`config.mk`:
```
export PLATFORM = sky130hd
export DESIGN_NAME = mem_arbiter_flat
export DESIGN_NICKNAME = d
export VERILOG_FILES = /design/src/rtl/mem_arbiter_if.sv /design/src/rtl/mem_arbiter.sv /design/src/flat_wrapper.sv
export SDC_FILE = /design/constraint.sdc
export NUM_CORES = 1
export LEC_CHECK = 0
export BUFFER_PORTS_ARGS = -buffer_cell sky130_fd_sc_hd__buf_4
export CORE_AREA = 2 2 366 368
export DETAILED_ROUTE_END_ITERATION = 10
export DIE_AREA = 0 0 368 370
export HOLD_SLACK_MARGIN = 0.08
export SYNTH_ARGS = -nofsm -noshare
export SYNTH_HDL_FRONTEND = slang
export SYNTH_SLANG_ARGS = --single-unit
export TNS_END_PERCENT = 100
```
`constraint.sdc`:
```
create_clock -name clk -period 6.95 [get_ports clk]
set_clock_uncertainty 0.15 [all_clocks]
set_input_delay 1.39 -clock clk [delete_from_list [all_inputs] [get_ports clk]]
set_output_delay 1.39 -clock clk [all_outputs]
set_load 0.01 [all_outputs]
```
`src/rtl/mem_arbiter_if.sv`:
```
// ---------------------------------------------------------------------------
// mem_arbiter_if
//
// One memory-request channel: request/address handshake, write-beat
// handshake and the read-response path. The same bundle describes both a
// cache-facing port and the memory-facing port, because the signal set is
// identical on both sides of the arbiter.
//
// Modports
//   master : the requester (a cache, or the arbiter toward memory).
//            Drives req_val/req_rw/req_addr and the write-beat fields;
//            receives req_rdy, req_data_ready and the response.
//   slave  : the responder (the arbiter toward a cache, or memory).
//
// Signals
//   req_val / req_rdy            request handshake
//   req_rw                       1 = write, 0 = read
//   req_addr                     line/chunk address
//   req_data_valid / _ready      write-beat handshake
//   req_data_bits/_mask/_offset  write beat payload, byte mask, beat offset
//   resp_val                     read data beat valid
//   resp_nack                    request refused, must be re-issued
//   resp_data                    read data beat
// ---------------------------------------------------------------------------
interface mem_arbiter_if #(
    parameter int ADDR_BITS = 28,
    parameter int DATA_BITS = 128
);
    logic                   req_val;
    logic                   req_rdy;
    logic                   req_rw;
    logic [ADDR_BITS-1:0]   req_addr;
    logic                   req_data_valid;
    logic                   req_data_ready;
    logic [DATA_BITS-1:0]   req_data_bits;
    logic [DATA_BITS/8-1:0] req_data_mask;
    logic [1:0]             req_data_offset;
    logic                   resp_val;
    logic                   resp_nack;
    logic [DATA_BITS-1:0]   resp_data;

    modport master (
        output req_val, req_rw, req_addr,
        output req_data_valid, req_data_bits, req_data_mask, req_data_offset,
        input  req_rdy, req_data_ready,
        input  resp_val, resp_nack, resp_data
    );

    modport slave (
        input  req_val, req_rw, req_addr,
        input  req_data_valid, req_data_bits, req_data_mask, req_data_offset,
        output req_rdy, req_data_ready,
        output resp_val, resp_nack, resp_data
    );
endinterface

```
`src/rtl/mem_arbiter.sv`:
```
// ---------------------------------------------------------------------------
// mem_arbiter
//
// Shares one memory channel between two caches (p0 = icache, p1 = dcache).
// A single transaction is in flight at a time:
//   IDLE       : combinational round-robin grant, granted port mirrored to
//                memory. A write whose first beat is handshaken together
//                with the request completes without leaving IDLE.
//   READ_WAIT  : response beats routed to the owner only; the last beat
//                (REFILL_BEATS-1) returns to IDLE. A nack goes to NACK_LOCK.
//   WRITE_DATA : owner's write beat forwarded until it is handshaken.
//   NACK_LOCK  : only the nacked owner may re-issue, so the refused request
//                is retried before anything from the other port.
//
// Ports
//   clk, reset          clock; synchronous active-high reset
//   p0, p1   (slave)    cache-side channels
//   mem      (master)   memory-side channel
//
// Parameters
//   ADDR_BITS      address width
//   DATA_BITS      beat width (mask is DATA_BITS/8 bits)
//   REFILL_BEATS   response beats per read
// ---------------------------------------------------------------------------
module mem_arbiter #(
    parameter int ADDR_BITS    = 28,
    parameter int DATA_BITS    = 128,
    parameter int REFILL_BEATS = 4
) (
    input  logic          clk,
    input  logic          reset,
    mem_arbiter_if.slave  p0,
    mem_arbiter_if.slave  p1,
    mem_arbiter_if.master mem
);

    localparam int MASK_BITS = DATA_BITS / 8;
    localparam int CNT_W     = (REFILL_BEATS > 1) ? $clog2(REFILL_BEATS) : 1;
    localparam logic [CNT_W-1:0] LAST_BEAT = CNT_W'(REFILL_BEATS - 1);

    localparam logic [1:0] IDLE       = 2'd0;
    localparam logic [1:0] READ_WAIT  = 2'd1;
    localparam logic [1:0] WRITE_DATA = 2'd2;
    localparam logic [1:0] NACK_LOCK  = 2'd3;

    logic [1:0]       state;
    logic             owner;
    logic             rr;
    logic [CNT_W-1:0] beat_cnt;

    // Both cache ports flattened into arrays so one select bit picks a port.
    logic [1:0]           port_val;
    logic [1:0]           port_rw;
    logic [1:0]           port_dvalid;
    logic [ADDR_BITS-1:0] port_addr [2];
    logic [DATA_BITS-1:0] port_bits [2];
    logic [MASK_BITS-1:0] port_mask [2];
    logic [1:0]           port_off  [2];

    assign port_val    = {p1.req_val,        p0.req_val};
    assign port_rw     = {p1.req_rw,         p0.req_rw};
    assign port_dvalid = {p1.req_data_valid, p0.req_data_valid};
    assign port_addr[0] = p0.req_addr;
    assign port_addr[1] = p1.req_addr;
    assign port_bits[0] = p0.req_data_bits;
    assign port_bits[1] = p1.req_data_bits;
    assign port_mask[0] = p0.req_data_mask;
    assign port_mask[1] = p1.req_data_mask;
    assign port_off[0]  = p0.req_data_offset;
    assign port_off[1]  = p1.req_data_offset;

    logic idle_grant;
    logic fwd_en;
    logic sel;
    logic req_accept;
    logic data_path;
    logic data_hs;
    logic in_read;

    // A lone requester wins outright; a tie goes to the port rr points at.
    always_comb begin
        case (port_val)
            2'b01:   idle_grant = 1'b0;
            2'b10:   idle_grant = 1'b1;
            default: idle_grant = rr;
        endcase
    end

    // Requests reach memory only in IDLE and NACK_LOCK. In NACK_LOCK and in
    // the transfer states the selected port is the owner, so rr is ignored.
    assign fwd_en = (state == IDLE) || (state == NACK_LOCK);
    assign sel    = (state == IDLE) ? idle_grant : owner;

    assign mem.req_val  = ~reset & fwd_en & port_val[sel];
    assign mem.req_rw   = port_rw[sel];
    assign mem.req_addr = port_addr[sel];

    assign req_accept = mem.req_val & mem.req_rdy;

    // The write-beat path is open in WRITE_DATA, and also alongside a write
    // request that is being accepted this very cycle. Qualifying the
    // early beat with mem.req_rdy keeps a beat from being consumed for a
    // request that memory has not taken.
    assign data_path = (state == WRITE_DATA) |
                       (fwd_en & port_val[sel] & port_rw[sel] & mem.req_rdy);

    assign mem.req_data_valid  = ~reset & data_path & port_dvalid[sel];
    assign mem.req_data_bits   = port_bits[sel];
    assign mem.req_data_mask   = port_mask[sel];
    assign mem.req_data_offset = port_off[sel];

    assign data_hs = mem.req_data_valid & mem.req_data_ready;

    assign p0.req_rdy = ~reset & fwd_en & ~sel & mem.req_rdy;
    assign p1.req_rdy = ~reset & fwd_en &  sel & mem.req_rdy;

    assign p0.req_data_ready = ~reset & data_path & ~sel & mem.req_data_ready;
    assign p1.req_data_ready = ~reset & data_path &  sel & mem.req_data_ready;

    // Responses are only meaningful while a read is outstanding; anything
    // memory presents in other states is dropped. A beat that arrives
    // together with a nack is taken as data.
    assign in_read = ~reset & (state == READ_WAIT);

    assign p0.resp_val  = in_read & ~owner & mem.resp_val;
    assign p1.resp_val  = in_read &  owner & mem.resp_val;
    assign p0.resp_nack = in_read & ~owner & mem.resp_nack & ~mem.resp_val;
    assign p1.resp_nack = in_read &  owner & mem.resp_nack & ~mem.resp_val;

    // Read data is broadcast; resp_val alone tells a cache the beat is its.
    assign p0.resp_data = mem.resp_data;
    assign p1.resp_data = mem.resp_data;

    always_ff @(posedge clk) begin
        if (reset) begin
            state    <= IDLE;
            owner    <= 1'b0;
            rr       <= 1'b0;
            beat_cnt <= '0;
        end else begin
            case (state)
                IDLE, NACK_LOCK: begin
                    if (req_accept) begin
                        owner    <= sel;
                        rr       <= ~sel;
                        beat_cnt <= '0;
                        if (!port_rw[sel]) begin
                            state <= READ_WAIT;
                        end else if (data_hs) begin
                            state <= IDLE;
                        end else begin
                            state <= WRITE_DATA;
                        end
                    end
                end
                READ_WAIT: begin
                    if (mem.resp_val) begin
                        if (beat_cnt == LAST_BEAT) begin
                            state    <= IDLE;
                            beat_cnt <= '0;
                        end else begin
                            beat_cnt <= beat_cnt + 1'b1;
                        end
                    end else if (mem.resp_nack) begin
                        state    <= NACK_LOCK;
                        beat_cnt <= '0;
                    end
                end
                WRITE_DATA: begin
                    if (data_hs) begin
                        state <= IDLE;
                    end
                end
                default: begin
                    state <= IDLE;
                end
            endcase
        end
    end

endmodule

```
`src/flat_wrapper.sv`:
```
// flat-port wrapper written by rule: the top's interface ports become plain ports
module mem_arbiter_flat 
#(
    parameter int ADDR_BITS    = 28,
    parameter int DATA_BITS    = 128,
    parameter int REFILL_BEATS = 4
)
  (clk, reset, p0_req_val, p0_req_rw, p0_req_addr, p0_req_data_valid, p0_req_data_bits, p0_req_data_mask, p0_req_data_offset, p0_req_rdy, p0_req_data_ready, p0_resp_val, p0_resp_nack, p0_resp_data, p1_req_val, p1_req_rw, p1_req_addr, p1_req_data_valid, p1_req_data_bits, p1_req_data_mask, p1_req_data_offset, p1_req_rdy, p1_req_data_ready, p1_resp_val, p1_resp_nack, p1_resp_data, mem_req_val, mem_req_rw, mem_req_addr, mem_req_data_valid, mem_req_data_bits, mem_req_data_mask, mem_req_data_offset, mem_req_rdy, mem_req_data_ready, mem_resp_val, mem_resp_nack, mem_resp_data);
  mem_arbiter_if #(.ADDR_BITS(ADDR_BITS), .DATA_BITS(DATA_BITS)) p0_i ();
  mem_arbiter_if #(.ADDR_BITS(ADDR_BITS), .DATA_BITS(DATA_BITS)) p1_i ();
  mem_arbiter_if #(.ADDR_BITS(ADDR_BITS), .DATA_BITS(DATA_BITS)) mem_i ();
  input  logic clk;
  input  logic reset;
  input wire logic [$bits(p0_i.req_val)-1:0] p0_req_val;
  input wire logic [$bits(p0_i.req_rw)-1:0] p0_req_rw;
  input wire logic [$bits(p0_i.req_addr)-1:0] p0_req_addr;
  input wire logic [$bits(p0_i.req_data_valid)-1:0] p0_req_data_valid;
  input wire logic [$bits(p0_i.req_data_bits)-1:0] p0_req_data_bits;
  input wire logic [$bits(p0_i.req_data_mask)-1:0] p0_req_data_mask;
  input wire logic [$bits(p0_i.req_data_offset)-1:0] p0_req_data_offset;
  output wire logic [$bits(p0_i.req_rdy)-1:0] p0_req_rdy;
  output wire logic [$bits(p0_i.req_data_ready)-1:0] p0_req_data_ready;
  output wire logic [$bits(p0_i.resp_val)-1:0] p0_resp_val;
  output wire logic [$bits(p0_i.resp_nack)-1:0] p0_resp_nack;
  output wire logic [$bits(p0_i.resp_data)-1:0] p0_resp_data;
  input wire logic [$bits(p1_i.req_val)-1:0] p1_req_val;
  input wire logic [$bits(p1_i.req_rw)-1:0] p1_req_rw;
  input wire logic [$bits(p1_i.req_addr)-1:0] p1_req_addr;
  input wire logic [$bits(p1_i.req_data_valid)-1:0] p1_req_data_valid;
  input wire logic [$bits(p1_i.req_data_bits)-1:0] p1_req_data_bits;
  input wire logic [$bits(p1_i.req_data_mask)-1:0] p1_req_data_mask;
  input wire logic [$bits(p1_i.req_data_offset)-1:0] p1_req_data_offset;
  output wire logic [$bits(p1_i.req_rdy)-1:0] p1_req_rdy;
  output wire logic [$bits(p1_i.req_data_ready)-1:0] p1_req_data_ready;
  output wire logic [$bits(p1_i.resp_val)-1:0] p1_resp_val;
  output wire logic [$bits(p1_i.resp_nack)-1:0] p1_resp_nack;
  output wire logic [$bits(p1_i.resp_data)-1:0] p1_resp_data;
  output wire logic [$bits(mem_i.req_val)-1:0] mem_req_val;
  output wire logic [$bits(mem_i.req_rw)-1:0] mem_req_rw;
  output wire logic [$bits(mem_i.req_addr)-1:0] mem_req_addr;
  output wire logic [$bits(mem_i.req_data_valid)-1:0] mem_req_data_valid;
  output wire logic [$bits(mem_i.req_data_bits)-1:0] mem_req_data_bits;
  output wire logic [$bits(mem_i.req_data_mask)-1:0] mem_req_data_mask;
  output wire logic [$bits(mem_i.req_data_offset)-1:0] mem_req_data_offset;
  input wire logic [$bits(mem_i.req_rdy)-1:0] mem_req_rdy;
  input wire logic [$bits(mem_i.req_data_ready)-1:0] mem_req_data_ready;
  input wire logic [$bits(mem_i.resp_val)-1:0] mem_resp_val;
  input wire logic [$bits(mem_i.resp_nack)-1:0] mem_resp_nack;
  input wire logic [$bits(mem_i.resp_data)-1:0] mem_resp_data;
  assign p0_i.req_val = p0_req_val;
  assign p0_i.req_rw = p0_req_rw;
  assign p0_i.req_addr = p0_req_addr;
  assign p0_i.req_data_valid = p0_req_data_valid;
  assign p0_i.req_data_bits = p0_req_data_bits;
  assign p0_i.req_data_mask = p0_req_data_mask;
  assign p0_i.req_data_offset = p0_req_data_offset;
  assign p0_req_rdy = p0_i.req_rdy;
  assign p0_req_data_ready = p0_i.req_data_ready;
  assign p0_resp_val = p0_i.resp_val;
  assign p0_resp_nack = p0_i.resp_nack;
  assign p0_resp_data = p0_i.resp_data;
  assign p1_i.req_val = p1_req_val;
  assign p1_i.req_rw = p1_req_rw;
  assign p1_i.req_addr = p1_req_addr;
  assign p1_i.req_data_valid = p1_req_data_valid;
  assign p1_i.req_data_bits = p1_req_data_bits;
  assign p1_i.req_data_mask = p1_req_data_mask;
  assign p1_i.req_data_offset = p1_req_data_offset;
  assign p1_req_rdy = p1_i.req_rdy;
  assign p1_req_data_ready = p1_i.req_data_ready;
  assign p1_resp_val = p1_i.resp_val;
  assign p1_resp_nack = p1_i.resp_nack;
  assign p1_resp_data = p1_i.resp_data;
  assign mem_req_val = mem_i.req_val;
  assign mem_req_rw = mem_i.req_rw;
  assign mem_req_addr = mem_i.req_addr;
  assign mem_req_data_valid = mem_i.req_data_valid;
  assign mem_req_data_bits = mem_i.req_data_bits;
  assign mem_req_data_mask = mem_i.req_data_mask;
  assign mem_req_data_offset = mem_i.req_data_offset;
  assign mem_i.req_rdy = mem_req_rdy;
  assign mem_i.req_data_ready = mem_req_data_ready;
  assign mem_i.resp_val = mem_resp_val;
  assign mem_i.resp_nack = mem_resp_nack;
  assign mem_i.resp_data = mem_resp_data;
  mem_arbiter #(.ADDR_BITS(ADDR_BITS), .DATA_BITS(DATA_BITS), .REFILL_BEATS(REFILL_BEATS)) u_core (.clk(clk), .reset(reset), .p0(p0_i), .p1(p1_i), .mem(mem_i));
endmodule
```
## Word-level counts from Yosys, hierarchy flattened

Cells that the tools add are included.

- Input bits: 488
- Bits in registers: 6
- Output and inout bits: 441
- Word-level logic and storage cells: 89

- Order comparisons: 2
- Muxes and demuxes: 33
- Reduce and logical (&&, ||, !) cells: 7
- Equality and inequality tests: 10
- Bitwise operators: 32
- $add $sub $neg: 1

Operator list:

| kind | count |
|---|---|
| 128-bit two-way mux | 3 |
| 28-bit two-way mux | 3 |
| 16-bit two-way mux | 3 |
| 2-bit two-way mux | 14 |
| 1-bit bitwise AND | 26 |
| 2-bit == test (second input constant) | 4 |
| 1-bit two-way mux | 7 |
| 3-bit inequality test (second input constant) | 2 |
| 2-bit one-hot mux with 3 select lines | 1 |
| 2-bit by 1-bit == test with 1-bit output (second input constant) | 2 |
| 2-bit by 1-bit inequality test with 1-bit output (second input constant) | 2 |
| 1-bit NOT | 4 |
| 2-bit one-hot mux with 2 select lines | 1 |
| 4-bit AND reduction | 1 |
| 3-bit AND reduction | 1 |
| 2-bit by 1-bit adder with 2-bit output (second input constant) | 1 |
| 2-bit greater-or-equal comparator (second input constant) | 1 |
| 2-bit logical NOT | 1 |
| 1-bit by 2-bit < comparator with 1-bit output (second input constant) | 1 |
| 1-bit NOT with 2-bit output | 1 |
| 1-bit one-hot mux with 2 select lines | 1 |
| 2-bit AND reduction | 1 |
| 2-bit nonzero test | 1 |
| 2-bit OR reduction | 1 |
| 2 further kinds | 2 |

## Depth between registers and ports, before layout

- Depth in word-level cells: 16
- Mapped depth: 9
- Gate-level depth less buffers: 7

## Worst setup path after synthesis

Ideal clock, no wire load.

- Kind: input -> output
- Start: input p0_req_val
- End: output p0_req_data_ready
- Cell stages on the path: 7
- Slack: 2.386 ns
- Data required time: 5.410 ns
- Path buffers: 0
- Data arrival time: 3.024 ns
- Cells stage by stage: inv_1 ha_1 mux2_4 a211oi_4 or2_1 a31oi_1 nor4_1

- Word-level cells in the longest chain between the ends: 12
- Elaborated cells between the ends (all ways): 16
- Classes of those cells: 2 x eq/ne; 6 x mux; 8 x bitwise

Ends and longest elaborated chain:

| what | RTL line | RTL |
|---|---|---|
| from (decl) | flat_wrapper.sv:14 | `input wire logic [$bits(p0_i.req_val)-1:0] p0_req_val;` |
| 2-bit == test / 2-bit by 1-bit == test with 1-bit output (equally long branches) | mem_arbiter.sv:82 | `case (port_val)` |
| 1-bit one-hot mux with 2 select lines | mem_arbiter.sv:82 |  |
| 1-bit two-way mux | mem_arbiter.sv:92 | `assign sel = (state == IDLE) ? idle_grant : owner;` |
| 1-bit two-way mux (implied by the code) (2 in series) | mem_arbiter.sv:105 | `(fwd_en & port_val[sel] & port_rw[sel] & mem.req_rdy);` |
| 1-bit bitwise AND (3 in series) | mem_arbiter.sv:105 |  |
| 1-bit OR | mem_arbiter.sv:104 | `assign data_path = (state == WRITE_DATA) \|` |
| 1-bit bitwise AND | mem_arbiter.sv:117 | `assign p0.req_data_ready = ~reset & data_path & ~sel & mem.req_data_ready;` |
| 1-bit bitwise AND * (2 in series) | mem_arbiter.sv:117 |  |
| to (decl) | flat_wrapper.sv:22 | `output wire logic [$bits(p0_i.req_data_ready)-1:0] p0_req_data_ready;` |

Mark *: on every way between the ends. The rest lies on a longest branch, timed or not. The select of a mux whose other input is x is not followed.

## Worst setup path after layout

- Start: input p0_req_val
- End: output mem_req_addr[2]

- Word-level cells in the longest chain between the ends: 7
- Elaborated cells between the ends (all ways): 8
- Classes of those cells: 2 x eq/ne; 5 x mux; 1 x bitwise

Ends and longest elaborated chain:

| what | RTL line | RTL |
|---|---|---|
| 2-bit == test / 2-bit by 1-bit == test with 1-bit output (equally long branches) | mem_arbiter.sv:82 |  |
| 1-bit one-hot mux with 2 select lines * | mem_arbiter.sv:82 |  |
| 1-bit two-way mux * | mem_arbiter.sv:92 |  |
| 1-bit NOT with 2-bit output (implied by the code) * | mem_arbiter.sv:96 | `assign mem.req_addr = port_addr[sel];` |
| 28-bit two-way mux (implied by the code) * (3 in series) | mem_arbiter.sv:96 |  |
| to (decl) | flat_wrapper.sv:40 | `output wire logic [$bits(mem_i.req_addr)-1:0] mem_req_addr;` |

Marked as above.

==> impl_metrics.prom <==
# TYPE chip_impl_metric gauge
chip_impl_info{name="run_status",value="finished clean"} 1
chip_impl_metric{name="fin_crit",unit="ns"} 5.51
chip_impl_metric{name="vias_per_cell",unit=""} 2.36
chip_impl_info{name="dominantRegCellSynth",value="sky130_fd_sc_hd__dfxtp_1"} 1
chip_impl_info{name="tritoncts",value="built"} 1
chip_impl_info{name="type_of_element_capturing_the_critical_path",value="output port"} 1
chip_impl_metric{name="grt_start_max_net_pins",unit=""} 97
chip_impl_metric{name="cts.path.max_buffers",unit=""} 2
chip_impl_info{name="yosys.cell_count.top_type",value="sky130_fd_sc_hd__nand2_1"} 1
chip_impl_metric{name="drtPass1Iterations",unit=""} 4
chip_impl_metric{name="ys_warnings",unit=""} 0
chip_impl_metric{name="drv.max_cap_violation_count",unit=""} 0
chip_impl_metric{name="number_of_pins_exceeding_their_max_slew_limit_in_the_final_report",unit=""} 0
chip_impl_info{name="synth_area_leaders",value="sky130_fd_sc_hd__nand2_1 (41%), sky130_fd_sc_hd__buf_4 (40%), sky130_fd_sc_hd__dfxtp_1 (2.5%)"} 1
chip_impl_metric{name="endpoints_failing_setup",unit=""} 0
chip_impl_info{name="grt_setup_unrepaired",value="false"} 1
chip_impl_metric{name="syn-mean-instance-area",unit="um^2"} 5.27
chip_impl_metric{name="maxSlewHeadroom",unit="%"} 25.8
chip_impl_metric{name="ys_seq_elements",unit=""} 6
chip_impl_metric{name="power.ir.vdd_worst",unit="uV"} 184
chip_impl_metric{name="synthesized_nets",unit=""} 1405
chip_impl_metric{name="first_global_vias",unit=""} 6495
chip_impl_metric{name="routed_wire_length_per_instance",unit="um"} 29.6
chip_impl_info{name="timing.setup.critical_path_class",value="in -> out"} 1
chip_impl_metric{name="hpwl",unit="um"} 82200
chip_impl_metric{name="synth.lib_cells_used.distinct",unit=""} 46
chip_impl_metric{name="place.port_buffers",unit=""} 544
chip_impl_metric{name="coreArea",unit="um^2"} 132000
chip_impl_metric{name="critical_path_arrival",unit="ns"} 3.97
chip_impl_metric{name="postLayoutSetupSlackWorst",unit="ns"} 1.44
chip_impl_info{name="start_kind",value="input port"} 1
chip_impl_info{name="hold_class",value="reg -> reg"} 1
chip_impl_metric{name="detail_route.iter0.violations",unit=""} 245
chip_impl_metric{name="power_leakage",unit="nW"} 4.50
chip_impl_metric{name="number_of_cells_upsized_or_downsized_after_cts",unit=""} 0
chip_impl_metric{name="initial_utilization",unit="%"} 3.63
chip_impl_metric{name="antenna_found_initial",unit=""} 73
chip_impl_metric{name="path_clk_slew",unit="ns"} 0.03
chip_impl_metric{name="timing_worst_slew_pin_value",unit="ns"} 1.11
chip_impl_metric{name="num_vias",unit=""} 6931
chip_impl_metric{name="cts-buffers-inserted",unit=""} 3
chip_impl_metric{name="synth-edff-count",unit=""} 0
chip_impl_metric{name="die_height",unit="um"} 370
chip_impl_metric{name="global_route.usage.total",unit="%"} 12.1
chip_impl_metric{name="holdBufCountCts",unit=""} 0
chip_impl_metric{name="routed_wirelength",unit="um"} 87000
chip_impl_metric{name="fin_tns_setup",unit="ns"} 0
chip_impl_metric{name="die_w",unit="um"} 368
chip_impl_metric{name="insertion_delay",unit="ns"} 0.23
chip_impl_metric{name="period_share",unit="%"} 79.2
chip_impl_metric{name="die-area",unit="um^2"} 136000
chip_impl_metric{name="postSynthCellCount",unit=""} 912
chip_impl_metric{name="critical_path_peak_fanout",unit=""} 14
chip_impl_metric{name="grt_overflow",unit=""} 0
chip_impl_metric{name="hold_fails_final_rpt",unit=""} 0
chip_impl_metric{name="num-nets-final",unit=""} 1666
chip_impl_metric{name="clock_sinks",unit=""} 6
chip_impl_metric{name="h-tree-depth",unit=""} 1
chip_impl_metric{name="postSynth.asyncResetShare",unit="%"} 0
chip_impl_metric{name="pin_count",unit=""} 929
chip_impl_metric{name="cellPowerDensity",unit="nW/um^2"} 217
chip_impl_metric{name="cts_post_setup_buffers_inserted",unit=""} 0
chip_impl_metric{name="placement_rows",unit=""} 134
chip_impl_info{name="netlist.top_cell.by_area",value="sky130_fd_sc_hd__nand2_1"} 1
chip_impl_info{name="cts_root_buffer",value="sky130_fd_sc_hd__clkbuf_16"} 1
chip_impl_metric{name="synth_area",unit="um^2"} 4800
chip_impl_metric{name="globalplace.congestion",unit=""} 0.839
chip_impl_metric{name="layout-area-overhead-vs-synth",unit="%"} 91.8
chip_impl_metric{name="detail_route.drc_violations",unit=""} 0
chip_impl_info{name="synth.cells.most_frequent",value="sky130_fd_sc_hd__nand2_1 (528), sky130_fd_sc_hd__buf_4 (257), sky130_fd_sc_hd__clkbuf_1 (17), sky130_fd_sc_hd__buf_2 (16)"} 1
chip_impl_metric{name="drive_above_1_share",unit="%"} 48.6
chip_impl_metric{name="grt_first_pass_wirelength",unit="um"} 100000
chip_impl_metric{name="synth.top_cell.area_share",unit="%"} 41.3
chip_impl_metric{name="cp_data_required_time",unit="ns"} 5.41
chip_impl_metric{name="drt.antenna.violating_nets",unit=""} 0
chip_impl_metric{name="placement_stage_worst_setup_slack",unit="ns"} 1.41
chip_impl_metric{name="fmax",unit="MHz"} 182
chip_impl_metric{name="synth_sequential_area_ratio",unit="%"} 2.50
==> registers in the layout (all words and copies together) (netlist names) <==
register	flops
u_core.beat_cnt	2
u_core.owner	1
u_core.rr	1
u_core.state	2
==> placed cells by master, fill, tap and decap left out, types with 2 or more instances in the layout <==
cell type                   instances
sky130_fd_sc_hd__a211oi_1           3
sky130_fd_sc_hd__a21o_1             2
sky130_fd_sc_hd__a21oi_1            7
sky130_fd_sc_hd__a31oi_1            2
sky130_fd_sc_hd__buf_12             4
sky130_fd_sc_hd__buf_4            551
sky130_fd_sc_hd__clkbuf_16          3
sky130_fd_sc_hd__dfxtp_1            6
sky130_fd_sc_hd__diode_2            4
sky130_fd_sc_hd__ha_1               5
sky130_fd_sc_hd__inv_1              9
sky130_fd_sc_hd__mux2i_1            2
sky130_fd_sc_hd__nand2_1          528
sky130_fd_sc_hd__nand2b_1           2
sky130_fd_sc_hd__nand3_1            3
sky130_fd_sc_hd__nand4_1            2
sky130_fd_sc_hd__nor2_1             9
sky130_fd_sc_hd__nor4_1             3
sky130_fd_sc_hd__o211ai_1           5
sky130_fd_sc_hd__or2_1              2
==> cells by family (layout without fill, tap and decap cells) <==
logic type,Yosys count,in the layout,synth area share (%)
flip-flops,6,6,2.50
buffers and inverters,308,567,45.0
multiplexers,3,3,0.729
AND/OR/NAND/NOR,558,558,45.2
adder cells (fa/ha/maj),5,5,1.30
AO/OA/AOI/OAI,32,32,5.32
other,0,4,0
==> worst max-delay path, stage by stage <==
cell,delay (ns)
sky130_fd_sc_hd__buf_4,0.13
sky130_fd_sc_hd__inv_1,0.11
sky130_fd_sc_hd__ha_1,0.28
sky130_fd_sc_hd__mux2_4,0.37
sky130_fd_sc_hd__a21oi_4,0.87
sky130_fd_sc_hd__buf_4,0.35
sky130_fd_sc_hd__nand2_1,0.07
sky130_fd_sc_hd__nand2_1,0.18
sky130_fd_sc_hd__buf_4,0.18
==> worst paths after layout <==
| kind | start | end | slack (ns) | cells after the start |
|---|---|---|---|---|
| setup / recovery | p0_req_val | mem_req_addr[2] | 1.44 | 9 |
| hold reg to reg | u_core.beat_cnt[1] | u_core.beat_cnt[1] | 0.35 | 2 |
| hold / removal | u_core.beat_cnt[1] | u_core.beat_cnt[1] | 0.35 | 2 |
| setup reg to reg | u_core.state[1] | u_core.owner | 4.34 | 7 |
==> layout make-up <==
cell class                      instances  area [um^2]
Fill cell                           15800       123000
Timing Repair Buffer                  555         4220
Multi-Input combinational cell        598         2540
Tap cell                             1768         2210
Sequential cell                         6          120
Clock buffer                            3         75.1
Inverter                                9         33.8
Antenna cell                            4         10.0
==> stage by stage <==
| stage | hold slack [ns] | cell area (um^2) | total power [mW] | util (%) | std cells |
|---|---|---|---|---|---|
| CTS | 0.357 | 9200 | 2.04 | 6.95 | 2939 |
| finish | 0.354 | 9210 | 2.00 | 6.95 | 2943 |
| global placement | 0.307 | 9120 | 1.91 | 6.89 | 2936 |
| floorplan | 0.295 | 4800 | 1.04 | - | 912 |
| global route | 0.373 | 9200 | 2.17 | 6.95 | 2941 |
| detailed placement | 0.328 | 9120 | 1.93 | 6.89 | 2936 |
==> metal layers <==
| metal | GRT usage [%] | routed length, um | up-vias |
|---|---|---|---|
| li1 | - | - | 3043 |
| met1 | 13.3 | 32300 | 2922 |
| met2 | 18.8 | 37000 | 824 |
| met3 | 9.85 | 16100 | 130 |
| met4 | 0.863 | 1540 | 12 |
| met5 | 0.0350 | 72 | - |
==> power breakdown <==
| group | switching (mW) | leakage (nW) | internal (mW) |
|---|---|---|---|
| sequential | 0.00608 | 0.0489 | 0.0431 |
| clock | 0.0217 | 0.0370 | 0.0741 |
| combinational | 1.07 | 4.41 | 0.784 |
| total | 1.10 | 4.50 | 0.901 |
Power figures use the tool's default switching activity.
